**src/rtl/timing_check_monitor.sv**
```systemverilog
// -----------------------------------------------------------------------------
// timing_check_monitor
//
// Purpose:
//    Run-time, synthesizable counterpart of specify-block $setup, $hold and
//    $skew checks. A data bus and two reference strobes are oversampled on a
//    fast clk. The block measures the setup margin, the hold margin and the
//    strobe-to-strobe skew in clk cycles. It flags violations with one-cycle
//    pulses and keeps saturating violation counts.
//
// Ports:
//    clk         in   1      sampling clock, rising edge
//    rst         in   1      asynchronous, active-high reset
//    en          in   1      check enable
//    clr_cnt     in   1      synchronous clear of all violation counters
//    data_i      in   DW     monitored data, asynchronous to clk
//    ref_i       in   1      reference strobe, checked on its rising edge
//    ref2_i      in   1      second strobe for the skew check
//    setup_viol  out  1      one-cycle pulse on a setup violation
//    hold_viol   out  1      one-cycle pulse on a hold violation
//    skew_viol   out  1      one-cycle pulse on a skew violation
//    last_margin out  TW     setup margin measured at the latest ref rise
//    setup_cnt   out  CNT_W  saturating setup violation count
//    hold_cnt    out  CNT_W  saturating hold violation count
//    skew_cnt    out  CNT_W  saturating skew violation count
// -----------------------------------------------------------------------------
module timing_check_monitor #(
   parameter int DW        = 8,
   parameter int SETUP_CYC = 4,
   parameter int HOLD_CYC  = 3,
   parameter int SKEW_CYC  = 2,
   parameter int TW        = 8,
   parameter int CNT_W     = 16
) (
   input  logic             clk,
   input  logic             rst,
   input  logic             en,
   input  logic             clr_cnt,
   input  logic [DW-1:0]    data_i,
   input  logic             ref_i,
   input  logic             ref2_i,
   output logic             setup_viol,
   output logic             hold_viol,
   output logic             skew_viol,
   output logic [TW-1:0]    last_margin,
   output logic [CNT_W-1:0] setup_cnt,
   output logic [CNT_W-1:0] hold_cnt,
   output logic [CNT_W-1:0] skew_cnt
);

   localparam int HTW = (HOLD_CYC > 1) ? $clog2(HOLD_CYC + 1) : 1;
   localparam int STW = $clog2(SKEW_CYC + 2);

   localparam logic [TW-1:0]    SINCE_MAX = {TW{1'b1}};
   localparam logic [CNT_W-1:0] CNT_MAX   = {CNT_W{1'b1}};
   localparam logic [TW-1:0]    SETUP_LIM = TW'(SETUP_CYC);
   localparam logic [HTW-1:0]   HOLD_LOAD = HTW'(HOLD_CYC);
   localparam logic [STW-1:0]   SKEW_LIM  = STW'(SKEW_CYC);
   localparam bit               HOLD_ON   = (HOLD_CYC > 0);

   typedef enum logic {
      IDLE,
      HOLD_WIN
   } hold_state_t;

   typedef enum logic [1:0] {
      S_IDLE,
      S_A,
      S_B
   } skew_state_t;

   // Synchroniser, previous-value stage and registered events
   logic [DW-1:0] data_s1, data_s2, data_p;
   logic          ref_s1, ref_s2, ref_p;
   logic          ref2_s1, ref2_s2, ref2_p;
   logic [1:0]    prime_cnt;
   logic          primed;
   logic          data_ev, ref_ev, ref2_ev;

   // Setup measurement
   logic [TW-1:0] since_q;
   logic [TW-1:0] since_cur;
   logic          setup_hit;

   // Hold FSM
   hold_state_t    hold_state, hold_state_n;
   logic [HTW-1:0] hold_tmr, hold_tmr_n;
   logic           hold_hit;

   // Skew FSM
   skew_state_t    skew_state, skew_state_n;
   logic [STW-1:0] skew_tmr, skew_tmr_n;
   logic           skew_hit;

   // The pipeline flops come out of reset at 0 while the pins may already be
   // high or non-zero. Events stay masked until the previous stage holds a
   // real sample, so no edge is invented from reset values.
   assign primed = (prime_cnt == 2'd3);

   // Every path has the same depth (two sync flops, one previous stage, one
   // event register), so relative timing between data and strobes is kept.
   always_ff @(posedge clk or posedge rst) begin
      if (rst) begin
         data_s1   <= '0;
         data_s2   <= '0;
         data_p    <= '0;
         ref_s1    <= 1'b0;
         ref_s2    <= 1'b0;
         ref_p     <= 1'b0;
         ref2_s1   <= 1'b0;
         ref2_s2   <= 1'b0;
         ref2_p    <= 1'b0;
         prime_cnt <= 2'd0;
         data_ev   <= 1'b0;
         ref_ev    <= 1'b0;
         ref2_ev   <= 1'b0;
      end else begin
         data_s1   <= data_i;
         data_s2   <= data_s1;
         data_p    <= data_s2;
         ref_s1    <= ref_i;
         ref_s2    <= ref_s1;
         ref_p     <= ref_s2;
         ref2_s1   <= ref2_i;
         ref2_s2   <= ref2_s1;
         ref2_p    <= ref2_s2;
         prime_cnt <= primed ? prime_cnt : prime_cnt + 2'd1;
         data_ev   <= primed && (data_s2 != data_p);
         ref_ev    <= primed && ref_s2 && !ref_p;
         ref2_ev   <= primed && ref2_s2 && !ref2_p;
      end
   end

   // since_cur is the age of the data in the current cycle: zero in the
   // cycle of a data event, so a same-cycle ref rise sees a margin of 0.
   assign since_cur = data_ev ? '0 : since_q;
   assign setup_hit = en && ref_ev && (since_cur < SETUP_LIM);

   // The age keeps counting even with en low so margins stay valid when
   // checking resumes.
   always_ff @(posedge clk or posedge rst) begin
      if (rst) begin
         since_q <= '0;
      end else begin
         since_q <= (since_cur == SINCE_MAX) ? SINCE_MAX : since_cur + TW'(1);
      end
   end

   // Hold window. A ref rise inside an open window reloads it; a data event
   // in that same cycle belongs to the new ref and is scored as setup.
   always_comb begin
      hold_state_n = hold_state;
      hold_tmr_n   = hold_tmr;
      hold_hit     = 1'b0;
      if (!en) begin
         hold_state_n = IDLE;
         hold_tmr_n   = '0;
      end else begin
         case (hold_state)
            IDLE: begin
               if (ref_ev && HOLD_ON) begin
                  hold_state_n = HOLD_WIN;
                  hold_tmr_n   = HOLD_LOAD;
               end
            end
            HOLD_WIN: begin
               if (ref_ev) begin
                  hold_tmr_n = HOLD_LOAD;
               end else if (data_ev) begin
                  hold_hit     = 1'b1;
                  hold_state_n = IDLE;
                  hold_tmr_n   = '0;
               end else if (hold_tmr <= HTW'(1)) begin
                  hold_state_n = IDLE;
                  hold_tmr_n   = '0;
               end else begin
                  hold_tmr_n = hold_tmr - HTW'(1);
               end
            end
            default: begin
               hold_state_n = IDLE;
               hold_tmr_n   = '0;
            end
         endcase
      end
   end

   // Skew pairing. S_A waits for ref2 after ref, S_B waits for ref after
   // ref2. A partner arriving in the same cycle as the timeout is late and
   // closes the pair with a single violation.
   always_comb begin
      skew_state_n = skew_state;
      skew_tmr_n   = skew_tmr;
      skew_hit     = 1'b0;
      if (!en) begin
         skew_state_n = S_IDLE;
         skew_tmr_n   = '0;
      end else begin
         case (skew_state)
            S_IDLE: begin
               if (ref_ev && !ref2_ev) begin
                  skew_state_n = S_A;
                  skew_tmr_n   = STW'(1);
               end else if (ref2_ev && !ref_ev) begin
                  skew_state_n = S_B;
                  skew_tmr_n   = STW'(1);
               end
            end
            S_A: begin
               if (ref2_ev) begin
                  skew_hit     = (skew_tmr > SKEW_LIM);
                  skew_state_n = S_IDLE;
                  skew_tmr_n   = '0;
               end else if (ref_ev) begin
                  skew_hit   = 1'b1;
                  skew_tmr_n = STW'(1);
               end else if (skew_tmr > SKEW_LIM) begin
                  skew_hit     = 1'b1;
                  skew_state_n = S_IDLE;
                  skew_tmr_n   = '0;
               end else begin
                  skew_tmr_n = skew_tmr + STW'(1);
               end
            end
            S_B: begin
               if (ref_ev) begin
                  skew_hit     = (skew_tmr > SKEW_LIM);
                  skew_state_n = S_IDLE;
                  skew_tmr_n   = '0;
               end else if (ref2_ev) begin
                  skew_hit   = 1'b1;
                  skew_tmr_n = STW'(1);
               end else if (skew_tmr > SKEW_LIM) begin
                  skew_hit     = 1'b1;
                  skew_state_n = S_IDLE;
                  skew_tmr_n   = '0;
               end else begin
                  skew_tmr_n = skew_tmr + STW'(1);
               end
            end
            default: begin
               skew_state_n = S_IDLE;
               skew_tmr_n   = '0;
            end
         endcase
      end
   end

   // FSM state registers
   always_ff @(posedge clk or posedge rst) begin
      if (rst) begin
         hold_state <= IDLE;
         hold_tmr   <= '0;
         skew_state <= S_IDLE;
         skew_tmr   <= '0;
      end else begin
         hold_state <= hold_state_n;
         hold_tmr   <= hold_tmr_n;
         skew_state <= skew_state_n;
         skew_tmr   <= skew_tmr_n;
      end
   end

   // Counters step on the same edge that raises the pulse, so a clear in
   // that cycle leaves the matching counter at 1.
   function automatic logic [CNT_W-1:0] next_count(
      input logic [CNT_W-1:0] cur,
      input logic             clr,
      input logic             hit
   );
      if (clr) begin
         next_count = hit ? CNT_W'(1) : '0;
      end else if (hit && (cur != CNT_MAX)) begin
         next_count = cur + CNT_W'(1);
      end else begin
         next_count = cur;
      end
   endfunction

   // Registered pulses, margin capture and counters
   always_ff @(posedge clk or posedge rst) begin
      if (rst) begin
         setup_viol  <= 1'b0;
         hold_viol   <= 1'b0;
         skew_viol   <= 1'b0;
         last_margin <= '0;
         setup_cnt   <= '0;
         hold_cnt    <= '0;
         skew_cnt    <= '0;
      end else begin
         setup_viol <= setup_hit;
         hold_viol  <= hold_hit;
         skew_viol  <= skew_hit;
         if (en && ref_ev) begin
            last_margin <= since_cur;
         end
         setup_cnt <= next_count(setup_cnt, clr_cnt, setup_hit);
         hold_cnt  <= next_count(hold_cnt, clr_cnt, hold_hit);
         skew_cnt  <= next_count(skew_cnt, clr_cnt, skew_hit);
      end
   end

endmodule
```
**config.mk**
```make
export PLATFORM = sky130hd
export DESIGN_NAME = timing_check_monitor
export DESIGN_NICKNAME = d
export VERILOG_FILES = /design/src/rtl/timing_check_monitor.sv
export SDC_FILE = /design/constraint.sdc
export NUM_CORES = 1
export LEC_CHECK = 0
export BUFFER_PORTS_ARGS = -buffer_cell sky130_fd_sc_hd__buf_2
export CORE_ASPECT_RATIO = 0.75
export CORE_MARGIN = 1.5
export CORE_UTILIZATION = 40
export CTS_CLUSTER_SIZE = 8
export DETAILED_ROUTE_END_ITERATION = 8
export PLACE_DENSITY = 0.64
export SETUP_SLACK_MARGIN = 0.15
export SYNTH_ARGS = -nofsm -noshare
export SYNTH_HDL_FRONTEND = slang
export SYNTH_SLANG_ARGS = --single-unit
```
**constraint.sdc**
```tcl
create_clock -name clk -period 3.1 [get_ports clk]
set_input_delay 0.31 -clock clk [delete_from_list [all_inputs] [get_ports clk]]
set_output_delay 0.31 -clock clk [all_outputs]
set_load 0.05 [all_outputs]
```
==> Word level (Yosys, flattened, before mapping) <==
Cells that the tools add are included.
Widths: inputs -> output; s select.
{ "totals": {"regBits": 109, "inputBits": 14, "output_inout_bits": 59, "wordCells": 121} }
{ "op_classes": {"addsub": 7, "n_lt_le_gt_ge": 3, "eq_ne": 12, "n_mux": 52, "bitwise_logic": 1, "reduce_logical": 21} }
{ "ops": {"columns": ["operator", "n"], "rows": [
  ["$mux 16", 6],
  ["$add 16x1->16 const B", 3],
  ["$ne 16x16->1 const B", 3],
  ["$mux 2", 21],
  ["$mux 1", 18],
  ["$mux 8", 2],
  ["$logic_and 1x1->1", 12],
  ["$ne 4x4->1 const B", 3],
  ["$pmux 2 s3", 2],
  ["$add 8x1->8 const B", 1],
  ["$eq 8x8->1 const B", 1],
  ["$lt 8x3->1 const B", 1],
  ["$ne 8x8->1", 1],
  ["$reduce_bool 2->1", 3],
  ["$add 2x1->2 const B", 2],
  ["$eq 2x2->1 const B", 2],
  ["$logic_not 1->1", 4],
  ["$pmux 1 s2", 2],
  ["$pmux 2 s2", 1],
  ["$ne 3x3->1 const B", 1],
  ["$reduce_and 3->1", 1],
  ["$eq 2x1->1 const B", 1],
  ["$gt 2x2->1 const B", 1],
  ["$le 2x1->1 const B", 1],
  ["3 further kinds", 3]
]} }

==> Longest topological paths before layout <==
Gate-level depths: netlist of run 1.
{ "logic_depth": {"word_depth": 9, "depth_mapped": 8, "ltp_nobuf": 7} }

==> Least setup slack after synthesis of run 1 <==
No wires, ideal clock.
{ "synth_path": {"path_type": "reg-to-reg", "startpoint": "register setup_cnt[0]", "endpoint": "register setup_cnt[1]", "arrival_ns": 2.237, "slack_ns": 0.731, "stages_incl_launch_ff": 9, "path_buffers": 2, "synth_period_minus_slack_ns": 2.369, "path_cell_list": "dfrtp_1 ha_1 nand4_1 nor4_1 a21o_1 buf_6 buf_2 mux2i_1 nor2_1"} }
{ "synth_between": {"elab_chain_len": 3, "word_cells_on_any_way": 6, "cone_classes": "add/sub (1); eq/ne (1); mux (2); reduce/logical (2)"} }
{ "synth_rtl": {"columns": ["element", "line", "rtl"], "rows": [
  ["from (decl)", "46", "output logic [CNT_W-1:0] setup_cnt,"],
  ["from (signal assigned)", "297", "setup_cnt <= next_count(setup_cnt, clr_cnt, setup_hit);"],
  ["$add 16x1->16 or $ne 16x16->1 (tied branches)", "274, 273", null],
  ["$mux 16 or $logic_and 1x1->1 (tied branches)", "273", "end else if (hit && (cur != CNT_MAX)) begin"],
  ["$mux 16 or $reduce_bool 2->1 (tied branches)", null, null]
]} }
Parallel ways exist; a longest one is shown, timed or not. The select of a mux whose other input is x is not followed.
A chain may end at the register's enable or synchronous reset.

==> Worst setup path in the final report of run 1 <==
{ "layout_path": {"startpoint": "register since_q[5]", "endpoint": "register setup_cnt[7]"} }
{ "layout_between": {"elab_chain_len": 5} }
{ "layout_rtl": {"columns": ["element", "line", "rtl"], "rows": [
  ["from (decl)", "81", "logic [TW-1:0] since_q;"],
  ["from (signal assigned)", "145", "since_q <= (since_cur == SINCE_MAX) ? SINCE_MAX : since_cur + TW'(1);"],
  ["$mux 8", "136", "assign since_cur = data_ev ? '0 : since_q;"],
  ["$lt 8x3->1", "137", "assign setup_hit = en && ref_ev && (since_cur < SETUP_LIM);"],
  ["$logic_and 1x1->1", "137", null],
  ["$logic_and 1x1->1", "273", null],
  ["$reduce_bool 2->1 (no source line)", null, null]
]} }
Every way passes these cells.

==> results of run 1 <==
==> where the power goes <==
part / switching [mW] / internal (mW) / total, mW
Clock: 0.521 / 0.548 / 1.07
Combinational: 0.155 / 0.0773 / 0.233
Sequential: 0.0347 / 1.46 / 1.50
==> kinds of logic after synthesis <==
family	Yosys count	synth area share
AO/OA/AOI/OAI	102	0.134
multiplexers	10	0.0219
XOR/XNOR	24	0.0427
AND/OR/NAND/NOR	182	0.202
buffers and inverters	24	0.0201
adder cells (fa/ha/maj)	10	0.0254
flip-flops	109	0.554
==> layout make-up <==
class | count | share of cell area
multi-input cells | 328 | 0.364
flip-flops and latches | 109 | 0.474
clock inverters | 6 | 0.00848
clock buffers | 9 | 0.0391
inverters | 9 | 0.00652
well taps | 162 | 0.0352
repair buffers | 78 | 0.0726
==> cells in the final DEF, fill, tap and decap left out, drive strengths merged, types with 3 or more instances in the layout <==
| cell type | instances |
|---|---|
| nand3 | 26 |
| ha | 10 |
| buf | 78 |
| o21a | 3 |
| nand2b | 7 |
| o41ai | 3 |
| and2 | 3 |
| nor3 | 7 |
| mux2i | 4 |
| nor4b | 3 |
| xnor2 | 12 |
| inv | 10 |
| nand4 | 11 |
| xor2 | 12 |
| nand2 | 33 |
| or4 | 11 |
| or2 | 3 |
| o2111a | 4 |
| a211oi | 3 |
| and3 | 7 |
| nor2b | 10 |
| clkbuf | 9 |
| dfrtp | 109 |
| nor4 | 7 |
| a21oi | 30 |
| nor2 | 30 |
| clkinvlp | 4 |
| and4 | 6 |
| or3 | 10 |
| o31ai | 11 |
| o21ai | 31 |
| mux2 | 6 |
==> per-stage QoR <==
step | worst slack, ns | power (mW) | std cells | area [um^2] | util
final | 0.561 | 2.80 | 701 | 5750 | 0.488
after global routing | 0.314 | 2.93 | 701 | 5750 | 0.488
after CTS | 0.546 | 2.84 | 701 | 5750 | 0.488
after detailed placement | 0.569 | 1.76 | 686 | 5480 | 0.465
after global placement | 0.624 | 1.75 | 686 | 5480 | 0.465
after floorplan | 0.731 | 1.69 | 461 | 4920 | -
==> metal layers <==
| metal | vias up | GRT usage |
|---|---|---|
| li1 | 1850 | - |
| met1 | 1840 | 0.253 |
| met2 | 81 | 0.254 |
| met3 | 11 | 0.0537 |
| met4 | 0 | 0.0490 |
| met5 | - | 0 |
==> how the worst max path moves through the flow <==
stage	from	endpoint	cells past startpoint
5_1_grt	ref_ev	skew_cnt[13]	5
2_1_floorplan	setup_cnt[0]	setup_cnt[1]	8
3_5_place_dp	since_q[7]	setup_cnt[7]	5
3_3_place_gp	since_q[5]	setup_cnt[7]	5
4_1_cts	since_q[5]	setup_cnt[7]	5
6_report	since_q[5]	setup_cnt[7]	5
==> worst max-delay path, cell delays in order, from the launching register on <==
cell	delay [ns]
sky130_fd_sc_hd__dfrtp_1	0.43
sky130_fd_sc_hd__or4_1	0.53
sky130_fd_sc_hd__o41a_1	0.42
sky130_fd_sc_hd__a21o_1	0.40
sky130_fd_sc_hd__or4_1	0.54
sky130_fd_sc_hd__a21oi_1	0.15
==> registers in the layout (all words and copies together) (netlist names), 2 cells and up <==
name,count
data_s2,8
last_margin,8
hold_cnt,16
since_q,8
prime_cnt,2
skew_state,2
setup_cnt,16
skew_cnt,16
data_s1,8
data_p,8
skew_tmr,2
hold_tmr,2
==> out/metrics.sh, run 1 <==
FP.DIEAREA_MM2=0.0130
SUMMED_INSTANCE_AREA_OF_THE_SYNTHESIZED_NETLIST_MM2=0.00492
DIEWIDTH_UM=131
FILLER_CELL_COUNT=1100
FIRSTDRTPASSITERS=6
WORST_SKEW_PAIR.LATE_LATENCY_NS=0.35
VDD_IR_DROP_MAX_mV=0.291
CRIT_REQUIRED_NS=3.37
HOLDBUFCOUNTCTS=0
SYNTH_TOP_CELL_AREA_SHARE=0.554
NUM_ANTENNA_CELLS=0
SETUP.WORST_PATH.START_CLASS='flop'
CRIT_PATH_MAX_FO=22
HEIGHT_OF_THE_DIE_UM=99.0
CTS_INSERTED_BUFFERS=9
MET3_LENGTH_UM=542
AREA_DELTA_SYNTH_FINAL_PCT=16.9
NUMBER_OF_ANTENNA_VIOLATIONS_AT_THE_FIRST_CHECK_IN_GLOBAL_ROUTING=0
CRITPATHCAPTURETYPE='flop'
ROUTED_WL_MM=10.6
P_LEAK_nW=2.59
DRC=0
VIAS_PER_CELL=5.40
ROUTE.DETAILED.WL_PER_INST_UM=15.1
GRT_USAGE=0.175
TIMING_WORST_SLEW_PIN_VALUE_NS=1.32
POWER.DENSITY_mW_PER_MM2=487
GRT_FIRST_PASS_WIRELENGTH_MM=17.8
R2R_START='since_q[5]'
FINAL_MAX_SLEW_VIOL_COUNT=0
CTS.REPORTEDPATHS.CLKPINSLEW_NS=0.07
WORST_HOLD_STARTPOINT='ref2_i'
HOLD_CLASS='primary input to flop'
YOSYSMOSTFREQUENTCELL='sky130_fd_sc_hd__dfrtp_1'
TIMING.FMAX_MHz=394
CTS-HTREE-LEVELS=3
ASYNC_RESET_FF_FRAC=1.00
MAPPEDNETLISTNETS=485
ANTENNA_LEFT=0
FINALCLOCKSKEW_NS=0.00553
CTS_REPAIR_RESIZE_COUNT=0
SYNTH_ENABLE_FLOP_CELLS=0
MAX_CAP_VIOLS=0
CTS_SETUP_BUFFERS=0
CORE_MM2=0.0118
SYNTH-MAIN-FF-CELL='sky130_fd_sc_hd__dfrtp_1'
SYNTH_LARGEST_AREA_CELL='sky130_fd_sc_hd__dfrtp_1'
FIN_NETS=559
HIGHEST_SIGNAL_LAYER_IN_THE_ROUTED_DESIGN='met4'
WL_MET1_MM=5.26
REG2REG_END='setup_cnt[7]'
SEQUENTIAL_CELL_AREA_FRACTION_IN_THE_YOSYS_REPORT=0.554
CLOCK_TREE.ROOT_CELL='sky130_fd_sc_hd__clkbuf_16'
SYNTH_SEQ_CELLS=109
LAYOUT.AREA.SEQ_MM2=0.00273
MAX_CLOCK_BUF_DEPTH=2
FINALWORSTPATHREQUIREDPERIOD_NS=2.54
TIMING.HOLD.WORST_ENDPOINT='ref2_s1'
GRT_OVERFLOW_TOTAL=0
SYNTH.TOP_CELLS.BY_COUNT='sky130_fd_sc_hd__dfrtp_1 (109), sky130_fd_sc_hd__nand2_1 (33), sky130_fd_sc_hd__o21ai_0 (31), sky130_fd_sc_hd__a21oi_1 (30), sky130_fd_sc_hd__nor2_1 (30)'
TOP_LEVEL_PORTS=73
SYNTH_CELLS=461
VIA_COUNT=3782
WORSTREGTOREGCELLS=5
YS_TOP_CELLS_BY_AREA='sky130_fd_sc_hd__dfrtp_1 (55%), sky130_fd_sc_hd__o21ai_0 (3.2%), sky130_fd_sc_hd__a21oi_1 (3.1%), sky130_fd_sc_hd__nand3_1 (2.6%), sky130_fd_sc_hd__ha_1 (2.5%)'
YOSYSWARNINGS=0
SETUP_VIOL=0
DRT_ITER0_MARKERS=245
WORSTPATHARRIVAL_NS=2.81
NUMPORTBUFFERS=72
GP_ROUTABILITY_CONGESTION=0.854
WORSTHOLDPATHCELLS=1
FRACTION_OF_FINAL_LAYOUT_CELLS_SIZED_BEYOND_DRIVE_STRENGTH_1=0.195
HOLD_VIOLATIONS=0
MULTI_INPUT_AREA_MM2=0.00209
FF2FF_SETUP_SLACK_NS=0.56
ROUTED-WL-MET2_MM=4.70
ROWS=34
SYNTHDISTINCTLIBCELLS=53
SETUP.WORST_PATH.CLASS='flop to flop'
WORST_SLEW_MARGIN_REL=0.112
HPWLAFTERDP_MM=7.51
GRT_PASS1_VIAS=3563
RSZ0062_AT_GRT='false'
FINALHOLDWORSTSLACK_NS=0.0663
FLOORPLAN.INITIALDENSITY=0.417
SYNTH.AVG_CELL_AREA_UM2=10.7
TOTALNEGATIVESETUPSLACK_NS=0
FIN_CRIT_SH=0.819
CTS_TREE='built'
GRT_START_MAX_NET_PINS=73
CTS.SINKS=109
STATUS='completed'
Power figures use the tool's default switching activity.
==> inputs of run 2 (changes only) <==
--- a/config.mk
+++ b/config.mk
@@ -5,13 +5,14 @@
 export SDC_FILE = /design/constraint.sdc
 export NUM_CORES = 1
 export LEC_CHECK = 0
+export ABC_AREA = 1
 export BUFFER_PORTS_ARGS = -buffer_cell sky130_fd_sc_hd__buf_2
 export CORE_ASPECT_RATIO = 0.75
 export CORE_MARGIN = 1.5
 export CORE_UTILIZATION = 40
 export CTS_CLUSTER_SIZE = 8
 export DETAILED_ROUTE_END_ITERATION = 8
-export PLACE_DENSITY = 0.64
+export PLACE_DENSITY = 0.63
 export SETUP_SLACK_MARGIN = 0.15
 export SYNTH_ARGS = -nofsm -noshare
 export SYNTH_HDL_FRONTEND = slang
==> constraint.sdc (replaced) <==
create_clock -name clk -period 2.05 [get_ports clk]
set_input_delay 0.205 -clock clk [delete_from_list [all_inputs] [get_ports clk]]
set_output_delay 0.205 -clock clk [all_outputs]
set_load 0.05 [all_outputs]
==> run 2 against run 1 <==
  * The run now ends with negative hold slack left
  * Count of clock-buffer cells in the layout rose by 1
  * Clock power rose by 62%
  * Worst hold slack got worse by 0.082 ns
  * Maximum frequency rose by 44%
  * Cell count rose by 35%
  * Die area rose by 12%
  * Area after synthesis rose by 13%
  * Routed wire length rose by 16%
  * Flip-flop and latch count did not move
  * Critical path type unchanged
  * Critical endpoint is now skew_cnt[1]
==> out/metrics.sh, run 2 <==
YOSYSWARNINGS=0  # unchanged
FINALINSTANCEAREA_MM2=0.00658  # +14%
ROWS=37  # +8.8%
SEQUENTIAL_CELL_AREA_FRACTION_IN_THE_YOSYS_REPORT=0.492  # -0.0625
CTS_INSERTED_BUFFERS=9  # unchanged
FAILING_CHECKS='negative hold slack'
FINALCLOCKSKEW_NS=0.00913  # +0.00360 ns
NUM_ANTENNA_CELLS=0  # unchanged
FINALHOLDWORSTSLACK_NS=-0.0161  # -0.0824 ns
SUMMED_INSTANCE_AREA_OF_THE_SYNTHESIZED_NETLIST_MM2=0.00555  # +13%
GRT_START_MAX_NET_PINS=110  # +51%
CTS.SINKS=109  # unchanged
TOTALNEGATIVESETUPSLACK_NS=0  # unchanged
FINAL_MAX_SLEW_VIOL_COUNT=0  # unchanged
SYNTH-SIMPLE-AREA-SHARE=0.359  # +0.157
SYNTHDISTINCTLIBCELLS=35  # -34%
NUMPORTBUFFERS=72  # unchanged
WORST_SKEW_PAIR.LATE_LATENCY_NS=0.36  # about the same
POST_SYNTH_XOR_AREA_FRACTION=0.0363  # -0.00640
GLOBAL_ROUTE.USAGE.MET3=0.0399  # -0.0139
SYNTH_ENABLE_FLOP_CELLS=0  # unchanged
SETUP_VIOL=0  # unchanged
CRITPATHCAPTURETYPE='flop'
STATUS='finished, violations left'
CTS_TREE='built'
CRITICAL_PATH.CELL_CHAIN='inv_1 -> ha_1 -> nand3_1 -> nand3_1 -> nand2_2 -> nor2_8 -> nor2_8 -> nand2_1 -> nand2_1'
YS_TOP_CELLS_BY_AREA='sky130_fd_sc_hd__dfrtp_1 (49%), sky130_fd_sc_hd__nand2_1 (15%), sky130_fd_sc_hd__nand4_1 (5.0%), sky130_fd_sc_hd__nor2_1 (4.7%), sky130_fd_sc_hd__nand3_1 (3.7%)'
REG_TOP3='hold_cnt (16), setup_cnt (16), skew_cnt (16)'
CTS.REPORTEDPATHS.CLKPINSLEW_NS=0.07  # about the same
AREA_DELTA_SYNTH_FINAL_PCT=18.6
P_LEAK_nW=3.31  # +28%
FINAL_COMMON_CELL='sky130_fd_sc_hd__nand2_1'
SYNTH_TOP_FAMILY_BY_AREA='simple AND/OR/NAND/NOR gates'
GRT_USAGE=0.174  # -0.000982
HOLD_VIOLATIONS=4  # +4
FINAL_CELL_MIX='sky130_fd_sc_hd__nand2_1 (226), sky130_fd_sc_hd__dfrtp_1 (103), sky130_fd_sc_hd__buf_2 (72)'
FIRSTDRTPASSITERS=6  # unchanged
GRT_PASS1_VIAS=4344  # +22%
SYNTH_COMPOUND_GATE_AREA_SHARE=0.0379  # -0.0956
SYNTH_SEQ_CELLS=109  # unchanged
CP_SLOWEST_CELL='sky130_fd_sc_hd__dfrtp_1'
DIEWIDTH_UM=139  # +6.0%
SETUP.WORST_PATH.CLASS='flop to flop'
GP_ROUTABILITY_CONGESTION=0.898  # +5.2%
VDD_IR_DROP_MAX_mV=0.421  # +45%
CRIT_PATH_START='skew_state[0]'
SYNTH.AVG_CELL_AREA_UM2=8.28  # -22%
USE_MET2=0.263  # +0.00931
VIAS_PER_CELL=5.00  # -7.3%
R2R_START='skew_state[0]'
FLOORPLAN.INITIALDENSITY=0.407  # -0.0101
DPL_CELL_AREA_MM2=0.00613  # +12%
FIN_CRIT_SH=0.859  # +0.0399
TIMING_WORST_SLEW_PIN_VALUE_NS=0.591  # -0.727 ns
FINALWORSTPATHREQUIREDPERIOD_NS=1.76  # -0.778 ns
MAX_CAP_VIOLS=0  # unchanged
GRT_OVERFLOW_TOTAL=0  # unchanged
DRC=0  # unchanged
FIN_NETS=787  # +41%
NUMBER_OF_ANTENNA_VIOLATIONS_AT_THE_FIRST_CHECK_IN_GLOBAL_ROUTING=0  # unchanged
HPWLAFTERDP_MM=8.58  # +14%
FRACTION_OF_SYNTHESIZED_AREA_IN_MULTIPLEXERS=0  # -0.0219
POSTLAYOUTCOREUTIL=0.483  # -0.00485
TOP_LEVEL_PORTS=73  # unchanged
SETUP.WORST_PATH.START_CLASS='flop'
DRT_ITER0_MARKERS=392  # +60%
REG2REG_END='skew_cnt[1]'
ROUTED_WL_MM=12.3  # +16%
ASYNC_RESET_FF_FRAC=1.00  # unchanged
HOLD_CLASS='primary input to async pin'
FP.DIEAREA_MM2=0.0146  # +12%
SYNTH_LARGEST_AREA_CELL='sky130_fd_sc_hd__dfrtp_1'
WORSTPATHARRIVAL_NS=2.01  # -0.80 ns
CORE_MM2=0.0136  # +16%
TIMING.FMAX_MHz=568  # +44%
ANTENNA_LEFT=0  # unchanged
SYNTH_TOP_CELL_AREA_SHARE=0.492  # -0.0625
FF2FF_SETUP_SLACK_NS=0.29  # -0.27 ns
HEIGHT_OF_THE_DIE_UM=105  # +6.0%
TOP_USAGE_LAYER='met2'
CRIT_PATH_MAX_FO=17  # -23%
GRT_FIRST_PASS_WIRELENGTH_MM=20.8  # +17%
VIA_COUNT=4716  # +25%
PLACEMENT.SETUP.WORST_SLACK_NS=0.201  # -0.368 ns
YOSYSMOSTFREQUENTCELL='sky130_fd_sc_hd__nand2_1'
WORSTREGTOREGCELLS=9  # +4
ENDPOINT='skew_cnt[1]'
GROUTE.LAYER.MET1.USAGE=0.245  # -0.00760
MAX_STAGE_DELAY_NS=0.42  # -0.12 ns
SYNTH_CELLS=670  # +45%
CLOCK_TREE.ROOT_CELL='sky130_fd_sc_hd__clkbuf_16'
ROUTE.DETAILED.WL_PER_INST_UM=13.0  # -14%
SYNTH-MAIN-FF-CELL='sky130_fd_sc_hd__dfrtp_1'
WORST_SLEW_MARGIN_REL=0.606  # +0.494
FRACTION_OF_FINAL_LAYOUT_CELLS_SIZED_BEYOND_DRIVE_STRENGTH_1=0.203  # +0.00832
CTS-HTREE-LEVELS=3  # unchanged
CRIT_REQUIRED_NS=2.30  # -1.07 ns
MAX_CLOCK_BUF_DEPTH=2  # unchanged
POST_SYNTH_FA_HA_MAJ_AREA_FRACTION=0.0226  # -0.00287
FINAL_CRITICAL_PATH_SETUP_SLACK_NS=0.289  # -0.272 ns
RSZ0062_AT_GRT='true'
POWER.DENSITY_mW_PER_MM2=676  # +39%
SYNTH.TOP_CELLS.BY_COUNT='sky130_fd_sc_hd__nand2_1 (226), sky130_fd_sc_hd__dfrtp_1 (109), sky130_fd_sc_hd__nor2_1 (70), sky130_fd_sc_hd__nand4_1 (44), sky130_fd_sc_hd__inv_1 (43)'
MAPPEDNETLISTNETS=694  # +43%
==> run 2: cell count changes after synthesis, sizes merged, moves of 11 or more <==
| cell | delta |
|---|---|
| o21ai | -15 |
| nand4 | +33 |
| or4 | -11 |
| nand3 | +15 |
| nand2 | +213 |
| clkbuf | -12 |
| a21oi | -24 |
| nor2 | +54 |
| inv | +40 |
==> run 2: final cells by class <==
type                    instances  area, um^2
clock buffers                  10         229
flip-flops and latches        109        2740
well taps                     175         219
repair buffers                 95         596
multi-input cells             496        2540
clock inverters                 6        60.1
fillers                      1344        7030
inverters                      52         200
==> run 2: cells by family (layout without fill, tap and decap cells) <==
kind of cell / count (synthesis) / count (layout)
xor gates and xnor gates: 23 / 23
buffers and inverters: 65 / 163
AOI/OAI and AO/OA: 35 / 35
and+or+nand+nor: 428 / 428
DFF: 109 / 109
adders and majority gates: 10 / 10
==> run 2: timing repair <==
item / 4_1_cts / 5_1_grt
hold buffers: 10 / 0
setup buffers: 0 / 3
setup endpoints to repair: 0 / 23
resized for setup: 0 / 3
endpoints found under the hold margin: 10 / 0
==> run 2: worst max-delay path: cells and delay by family, from the launching register on <==
| kind | cells | cell delay [ns] |
|---|---|---|
| DFF | 1 | 0.42 |
| and+or+nand+nor | 7 | 0.91 |
| buffers and inverters | 1 | 0.09 |
| adders and majority gates | 1 | 0.21 |
==> run 2: where the power goes <==
group          internal (mW)  switching, mW
logic                  0.144          0.298
clock network          0.863          0.868
registers               2.22         0.0546
==> run 2: how the worst min path moves through the flow <==
| stage | end |
|---|---|
| finish | hold_cnt[9] |
| global route | data_s1[4] |
| CTS | hold_cnt[9] |
| detailed placement | data_s1[5] |
| global placement | data_s1[2] |
| floorplan | data_s1[0] |
==> run 2: per-layer routing <==
layer,share of wire,wire [um],vias up
met5,0,0,-
met4,0.021,261,0
met3,0.048,596,22
met2,0.44,5460,133
met1,0.49,5990,2215
li1,-,-,2346
==> run 2: per-stage QoR <==
| stage | power [mW] | cells |
|---|---|---|
| 6_report | 4.45 | 943 |
| 5_1_grt | 4.65 | 943 |
| 4_1_cts | 4.50 | 940 |
| 3_5_place_dp | 2.74 | 914 |
| 3_3_place_gp | 2.72 | 914 |
| 2_1_floorplan | 2.63 | 670 |
==> inputs of run 3 (changes only) <==
--- a/config.mk
+++ b/config.mk
@@ -12,7 +12,6 @@
 export CORE_UTILIZATION = 40
 export CTS_CLUSTER_SIZE = 8
 export DETAILED_ROUTE_END_ITERATION = 8
-export PLACE_DENSITY = 0.63
 export SETUP_SLACK_MARGIN = 0.15
 export SYNTH_ARGS = -nofsm -noshare
 export SYNTH_HDL_FRONTEND = slang
==> run 3 against run 2 <==
  * The run now ends clean
  * First-iteration DRC count is 23% lower
  * Critical path depth is 3 lower
  * Maximum frequency is 1.1% lower
  * Critical endpoint is now since_q[7]
==> out/metrics.sh, run 3 (synthesis gave the netlist of run 2 again) <==
STATUS='completed'
GP_ROUTABILITY_CONGESTION=0.869  # -3.2%
LAYOUT.AREA.SEQ_MM2=0.00274  # unchanged
FIN_CRIT_SH=0.869  # +0.00955
WORST_SLEW_MARGIN_REL=0.523  # -0.0827
CP_TOP_FAMILY='simple AND/OR/NAND/NOR gates'
CTS_INSERTED_BUFFERS=9  # unchanged
WORST_HOLD_STARTPOINT='en'
NUMBER_OF_ANTENNA_VIOLATIONS_AT_THE_FIRST_CHECK_IN_GLOBAL_ROUTING=0  # unchanged
DRT_ITER0_MARKERS=300  # -23%
HOLD_VIOLATIONS=0  # -4
GRT_OVERFLOW_TOTAL=0  # unchanged
TIMING.FMAX_MHz=562  # -1.1%
HEIGHT_OF_THE_DIE_UM=105  # unchanged
MAX_STAGE_DELAY_NS=0.46  # +0.04 ns
FILLER_CELL_COUNT=1333  # -0.82%
FIN_NETS=792  # +0.64%
ROUTED_WL_MM=12.5  # +2.0%
NUMPORTBUFFERS=72  # unchanged
POWER.DENSITY_mW_PER_MM2=693  # +2.5%
CTS.SINKS=109  # unchanged
CTS.REPORTEDPATHS.CLKPINSLEW_NS=0.08  # about the same
TIMING_WORST_SLEW_PIN_VALUE_NS=0.714  # +0.123 ns
ROWS=37  # unchanged
WORSTREGTOREGCELLS=6  # -3
CRIT_PATH_CELL_COUNT=6  # -3
VIAS_PER_CELL=4.90  # -2.1%
WORST_SKEW_PAIR.LATE_LATENCY_NS=0.37  # about the same
AREA_DELTA_SYNTH_FINAL_PCT=20.6
GRT_FIRST_PASS_WIRELENGTH_MM=21.2  # +2.2%
HIGHEST_SIGNAL_LAYER_IN_THE_ROUTED_DESIGN='met4'
FINALCLOCKSKEW_NS=0.0108  # +0.00165 ns
GRT_START_MAX_NET_PINS=32  # -71%
MAX_CLOCK_BUF_DEPTH=2  # unchanged
WL_MET1_MM=6.13  # +2.4%
FINAL_CELL_MIX='sky130_fd_sc_hd__nand2_1 (225), sky130_fd_sc_hd__dfrtp_1 (103), sky130_fd_sc_hd__buf_2 (72)'
MAX_CAP_VIOLS=0  # unchanged
CLOCK_TREE.ROOT_CELL='sky130_fd_sc_hd__clkbuf_16'
CORE_MM2=0.0136  # unchanged
WORSTHOLDPATHCELLS=3
SETUP_VIOL=0  # unchanged
HOLD_CLASS='primary input to flop'
DRC=0  # unchanged
FRACTION_OF_FINAL_LAYOUT_CELLS_SIZED_BEYOND_DRIVE_STRENGTH_1=0.207  # +0.00386
FINALWORSTPATHREQUIREDPERIOD_NS=1.78  # +0.0196 ns
CP_SLOWEST_CELL='sky130_fd_sc_hd__dfrtp_1'
P_LEAK_nW=3.38  # +1.9%
TOP_LEVEL_PORTS=73  # unchanged
VIA_COUNT=4641  # -1.6%
FLOORPLAN.INITIALDENSITY=0.407  # unchanged
PATH_BUF_INV=0  # -1
FP.DIEAREA_MM2=0.0146  # unchanged
VDD_IR_DROP_MAX_mV=0.404  # -4.0%
CTS-HTREE-LEVELS=3  # unchanged
HPWLAFTERDP_MM=9.02  # +5.1%
ROUTE.DETAILED.WL_PER_INST_UM=13.2  # +1.4%
CRIT_REQUIRED_NS=2.35  # +0.05 ns
ANTENNA_LEFT=0  # unchanged
R2R_START='data_ev'
CRIT_PATH_MAX_FO=7  # -10
FINAL_MAX_SLEW_VIOL_COUNT=0  # unchanged
CRITPATHCAPTURETYPE='flop'
GRT_USAGE=0.181  # +0.00652
CRITICAL_PATH.MOST_COMMON_CELL='sky130_fd_sc_hd__nand3_1'
FINALHOLDWORSTSLACK_NS=0.202  # +0.218 ns
MET3_LENGTH_UM=669  # +12%
SETUP.WORST_PATH.START_CLASS='flop'
ROUTED-WL-MET2_MM=5.61  # +2.8%
FINAL_COMMON_CELL='sky130_fd_sc_hd__nand2_1'
REG_TOP3='hold_cnt (16), setup_cnt (16), skew_cnt (16)'
SETUP.WORST_PATH.CLASS='flop to flop'
TOTALNEGATIVESETUPSLACK_NS=0  # unchanged
GRT_PASS1_VIAS=4368  # +0.55%
DIEWIDTH_UM=139  # unchanged
FIRSTDRTPASSITERS=5  # -1
NUM_ANTENNA_CELLS=0  # unchanged
RSZ0062_AT_GRT='false'
MULTI_INPUT_AREA_MM2=0.00254  # about the same
CTS_TREE='built'
CRITICAL_PATH.CELL_CHAIN='nor2_1 -> ha_1 -> nand3_1 -> nor3_1 -> nand2_2 -> nand3_1'
CRIT_PATH_START='data_ev'
WORSTPATHARRIVAL_NS=2.08  # +0.07 ns
run 3: cell count changes in the layout (fill, tap and decap cells not counted), sizes merged:
| cell | before | now |
|---|---|---|
| buf | 85 | 89 |
| dlygate4sd3 | 10 | 11 |
| bufinv | 0 | 1 |
| clkbuf | 10 | 9 |
run 3: worst register-to-register path: stages, from the launching register on:
cell	delay (ns)
sky130_fd_sc_hd__dfrtp_1	0.46
sky130_fd_sc_hd__nor2_1	0.22
sky130_fd_sc_hd__ha_1	0.25
sky130_fd_sc_hd__nand3_1	0.11
sky130_fd_sc_hd__nor3_1	0.35
sky130_fd_sc_hd__nand2_2	0.19
sky130_fd_sc_hd__nand3_1	0.13
run 3: stage by stage:
step / power, mW / cell area [um^2] / std cells / worst slack [ns] / utilization
after floorplan: 2.63 / 5560 / 670 / 0.250 / -
after global placement: 2.74 / 6170 / 915 / 0.270 / 0.453
after detailed placement: 2.76 / 6170 / 915 / 0.235 / 0.453
after CTS: 4.69 / 6610 / 942 / 0.213 / 0.485
after global routing: 4.86 / 6690 / 948 / 0.153 / 0.491
final: 4.64 / 6690 / 948 / 0.269 / 0.491
run 3: layout make-up:
| type | instances | area share |
|---|---|---|
| Sequential cell | 109 | 0.409 |
| Multi-Input combinational cell | 496 | 0.379 |
| Timing Repair Buffer | 100 | 0.101 |
| Clock buffer | 9 | 0.0337 |
| Tap cell | 175 | 0.0327 |
| Inverter | 52 | 0.0299 |
| Clock inverter | 7 | 0.0146 |
run 3: final timing paths:
kind / slack (ns) / end
setup / recovery: 0.27 / since_q[7]
setup reg to reg: 0.27 / since_q[7]
hold / removal: 0.20 / skew_tmr[0]
max in group asynchronous: 0.97 / skew_cnt[0]
min in group asynchronous: 0.52 / hold_cnt[11]
hold reg to reg: 0.35 / ref_s2
run 3: repair_timing:
action / CTS / global route
gates resized for setup: 0 / 3
setup buffers: 0 / 6
hold endpoints to repair: 35 / 0
endpoints found under the setup margin: 0 / 36
hold buffers: 11 / 0
run 3: power by group:
group / switching [mW] / internal (mW) / leakage [nW] / total (mW)
Combinational: 0.304 / 0.162 / 1.80 / 0.466
Clock: 0.900 / 0.993 / 0.159 / 1.89
Sequential: 0.0556 / 2.22 / 1.41 / 2.28
Total: 1.26 / 3.38 / 3.38 / 4.64
run 3: routing by layer:
layer	vias to the layer above	global-route usage
li1	2361	-
met1	2147	0.248
met2	121	0.277
met3	12	0.0518
met4	0	0.0558
met5	-	0
